### config.mk
export PLATFORM = sky130hd
export DESIGN_NAME = regfile_scoreboard
export DESIGN_NICKNAME = d
export VERILOG_FILES = /design/src/rtl/regfile_scoreboard.sv
export SDC_FILE = /design/constraint.sdc
export NUM_CORES = 1
export LEC_CHECK = 0
export ABC_AREA = 1
export CORE_MARGIN = 5
export CORE_UTILIZATION = 45
export DETAILED_ROUTE_END_ITERATION = 10
export GPL_ROUTABILITY_DRIVEN = 0
export PLACE_DENSITY = 0.74
export SYNTH_ARGS = -nofsm -noshare
export SYNTH_HDL_FRONTEND = slang
export SYNTH_SLANG_ARGS = --single-unit
### constraint.sdc
create_clock -name clk -period 2.3 [get_ports clk]
set_clock_uncertainty 0.15 [all_clocks]
set_input_delay 0.46 -clock clk [delete_from_list [all_inputs] [get_ports clk]]
set_output_delay 0.46 -clock clk [all_outputs]
set_load 0.1 [all_outputs]
### src/rtl/regfile_scoreboard.sv
// Multi-read register file with same-cycle write forwarding and a per-register
// pending scoreboard that lets decode detect read-after-write hazards.
module regfile_scoreboard #(
   parameter int DATA_W   = 8,
   parameter int ADDR_W   = 2,
   parameter bit ZERO_REG = 1'b1
) (
   input  logic              clk,
   input  logic              rst_n,
   input  logic [ADDR_W-1:0] rd_addr_a,
   input  logic [ADDR_W-1:0] rd_addr_b,
   output logic [DATA_W-1:0] rd_data_a,
   output logic [DATA_W-1:0] rd_data_b,
   output logic              busy_a,
   output logic              busy_b,
   input  logic              wr_en,
   input  logic [ADDR_W-1:0] wr_addr,
   input  logic [DATA_W-1:0] wr_data,
   input  logic              iss_en,
   input  logic [ADDR_W-1:0] iss_addr,
   output logic              any_pending
);

   localparam int DEPTH = 1 << ADDR_W;
   localparam logic [ADDR_W-1:0] ADDR_ZERO = {ADDR_W{1'b0}};
   localparam logic [DATA_W-1:0] DATA_ZERO = {DATA_W{1'b0}};

   logic [DATA_W-1:0] data_r [DEPTH];
   logic [DEPTH-1:0]  pending_r;
   logic [DEPTH-1:0]  pending_nxt_s;
   logic              wr_ok_s;
   logic              iss_ok_s;

   // A hardwired zero register swallows both writebacks and issues
   assign wr_ok_s  = wr_en  & ~(ZERO_REG & (wr_addr  == ADDR_ZERO));
   assign iss_ok_s = iss_en & ~(ZERO_REG & (iss_addr == ADDR_ZERO));

   // Next pending vector; on a same-address collision the issue's set wins
   always_comb begin
      pending_nxt_s = pending_r;
      case ({wr_ok_s, iss_ok_s})
         2'b10: pending_nxt_s[wr_addr] = 1'b0;
         2'b01: pending_nxt_s[iss_addr] = 1'b1;
         2'b11: begin
            pending_nxt_s[wr_addr]  = 1'b0;
            pending_nxt_s[iss_addr] = 1'b1;
         end
         default: pending_nxt_s = pending_r;
      endcase
   end

   // Data array and scoreboard state with asynchronous clear
   always_ff @(posedge clk or negedge rst_n) begin
      if (!rst_n) begin
         for (int i = 0; i < DEPTH; i++) begin
            data_r[i] <= DATA_ZERO;
         end
         pending_r <= {DEPTH{1'b0}};
      end else begin
         if (wr_ok_s) begin
            data_r[wr_addr] <= wr_data;
         end
         pending_r <= pending_nxt_s;
      end
   end

   // Read port A: zero register, then forward from writeback, then array
   always_comb begin
      if (ZERO_REG && (rd_addr_a == ADDR_ZERO)) begin
         rd_data_a = DATA_ZERO;
         busy_a    = 1'b0;
      end else if (wr_en && (wr_addr == rd_addr_a)) begin
         rd_data_a = wr_data;
         busy_a    = 1'b0;
      end else begin
         rd_data_a = data_r[rd_addr_a];
         busy_a    = pending_r[rd_addr_a];
      end
   end

   // Read port B: same priority as port A
   always_comb begin
      if (ZERO_REG && (rd_addr_b == ADDR_ZERO)) begin
         rd_data_b = DATA_ZERO;
         busy_b    = 1'b0;
      end else if (wr_en && (wr_addr == rd_addr_b)) begin
         rd_data_b = wr_data;
         busy_b    = 1'b0;
      end else begin
         rd_data_b = data_r[rd_addr_b];
         busy_b    = pending_r[rd_addr_b];
      end
   end

   assign any_pending = |pending_r;

endmodule

==> summary.md <==
| Metric | Value |
|---|---|
| Seq/Total Area, Yosys | `37.8%` |
| Synth Instances | `385` |
| Synth top area share | `37.8%` |
| Worst r2r src | `pending_r[1]` |
| Peak VDD IR | `0.000558 V` |
| H-tree lvl count | `2` |
| Hold Vio Cnt, Final | `0` |
| Worst Path Max Fanout | `5` |
| Largest net degree at the start of global routing | `37` |
| CP Launch Type | `primary input` |
| Commonest non-fill, non-tap cell in the layout | `nand2_1` |
| Psw | `1030 uW` |
| Most used DFF post-synth | `dfrtp_1` |
| Int Pwr | `1430 uW` |
| Sequential Power Share | `30.7%` |
| NumNets Final | `466` |
| CTS tree | `yes` |
| Vias in the first global route | `2745` |
| Reg2reg end | `pending_r[1]` |
| Max-Cap Viols | `0` |
| Period utilisation layout | `99.6%` |
| Core area | `0.00514 sq mm` |
| Yosys synthesis warning count | `0` |
| Routed length per instance | `16.0 microns` |
| Starting DRT DRC Count | `333` |
| Outcome | `finished, final reports clean` |
| GRT Util Overall | `25.6%` |
| Post-Synthesis Net Count | `405` |
| CTS buffer count | `5` |
| Worst R2R Setup Slack | `1.28 ns` |
| Worst Hold Class | `reg2reg` |
| Clk pwr share | `22.8%` |
| Port buffer count | `38` |
| Critical Path AT | `1.68 ns` |
| R2R cell count | `4` |
| Detail-routed via count per cell | `5.36` |
| Most frequent cells in the layout | `nand2_1 (134), nand3_1 (47), inv_1 (43)` |
| Chip width | `82.8 microns` |
| Die height | `82.8 microns` |
| Mean post-synth cell area | `6.19 sq um` |
| Largest area contributor in the netlist | `dfrtp_1` |
| Placement Cell Area | `0.00329 sq mm` |
| TritonRoute pass-1 iters | `5` |
| Root buf cell | `clkbuf_8` |
| Share of cells above drive strength 1 | `29.3%` |
| Area growth from synthesis to layout | `50.7%` |
| Synthesis-stage register bit count | `36` |
| DP HPWL | `5660 microns` |
| Design area | `0.00359 sq mm` |
| Slew HR | `68.2%` |
| Netlist cell types | `19` |
| Via Count | `2773` |
| # setup viols final | `0` |
| Fin crit period | `2.29 ns` |
| Core Util, Final | `69.9%` |
| Sw Ratio | `41.8%` |
| I/O Pins | `39` |
| Lkg Pwr | `0.00187 uW` |
| Row count | `26` |
| Leading cell types by total area after synthesis | `dfrtp_1 (38%), nand2_1 (23%), nand3_1 (11%), inv_1 (7.6%), o21ai_0 (5.9%)` |
| TritonCTS Sinks | `36` |
| Antenna violations before repair | `0` |
| Global-route wire length before repair | `13100 microns` |
| FMAX | `436 MHz` |
| Die area | `0.00686 sq mm` |
| Logic pwr share | `46.5%` |
| N_diodes | `0` |
| CP Launch Point | `rd_addr_b[0]` |
| Final routed DRC violation total | `0` |
| Final ANT Viol Nets | `0` |
| Mapped cell area | `0.00238 sq mm` |
| Pins Over Slew Limit | `0` |
| Final WL | `8250 microns` |
| Initial core utilization | `46.4%` |
| Latest clock arrival within the worst-skew pair | `0.29 ns` |
| Setup TNS | `0 ns` |
| CP endpoint kind | `output pin` |
| WP data required | `1.69 ns` |
| Clock Pin Slew Worst Setup and Hold Paths | `0.07 ns` |
| GRT overflow | `0` |
| Ys async rst share | `100%` |
| WHS | `0.234 ns` |
| CTS Hold Bufs | `0` |
| Max clock buf depth | `2` |
| Setup CP Type | `in2out` |
| Worst Tran Pin Value | `0.476 ns` |
| Total power | `2460 uW` |
| Post-synth EDFFs | `0` |
| CP endpoint | `rd_data_b[6]` |
| Pwr/cell area | `685 mW/mm^2` |
per-stage QoR:
stage	instances	setup slack [ns]
2_1_floorplan	385	-0.0464
3_3_place_gp	503	-0.282
3_5_place_dp	503	-0.291
4_1_cts	515	-0.00831
5_1_grt	517	-0.0367
6_report	517	0.00881
power groups by stage:
stage / Sequential, uW / Clock (uW) / Combinational, uW
6_report: 755 / 560 / 1140
5_1_grt: 764 / 602 / 1220
4_1_cts: 755 / 566 / 1110
3_5_place_dp: 767 / 0 / 1080
3_3_place_gp: 763 / 0 / 1060
2_1_floorplan: 754 / 0 / 708
what timing repair did:
item,CTS,global route
setup buffers,2,2
setup endpoints to repair,18,18
pin swaps,9,9
gates resized for setup,31,36
cloned,2,0
worst min-delay path by stage:
stage	from	endpoint	cells after the start
after detailed placement	data_r[27]	data_r[27]	0
after global routing	data_r[28]	data_r[28]	0
after global placement	data_r[26]	data_r[26]	0
after floorplan	rst_n	data_r[0]	0
after CTS	data_r[27]	data_r[27]	0
final	data_r[25]	data_r[25]	0
logic make-up after synthesis:
family,share of synthesized area (%)
AOI/OAI and AO/OA,7.14
buffers and inverters,13.0
DFF,37.8
and+or+nand+nor,42.1
sequential cells by signal (all words and copies together) (netlist names):
register	flops
pending_r	4
data_r	32
final cells by class:
type	instances	area, sq um
Clock buffer	6	72.6
Clock inverter	2	35.0
Fill cell	457	1550
Inverter	52	200
Multi-Input combinational cell	278	1470
Sequential cell	36	901
Tap cell	70	87.6
Timing Repair Buffer	73	826
routing by layer:
layer  share of wire (%)  track usage, %
met1                  40            31.3
met2                  48            43.7
met3                 8.0            5.29
met4                 3.6            10.9
met5                   0               0
critical path, stage by stage:
cell and delay, ns:
clkdlybuf4s15_2 0.27, inv_4 0.07, nand2_2 0.09, nand3_4 0.10, nor2_4 0.27, nor2_2 0.10, nor2_4 0.13, buf_12 0.18
Yosys cell counts, types with 3 or more instances:
library cell    n
nand2_1       148
nand3_1        51
inv_1          48
dfrtp_1        36
nor2_1         36
o21ai_0        28
clkbuf_1        9
a21oi_1         4
buf_2           4
inv_2           4
buf_6           3
No activity file was read; power rests on OpenSTA's default activity.
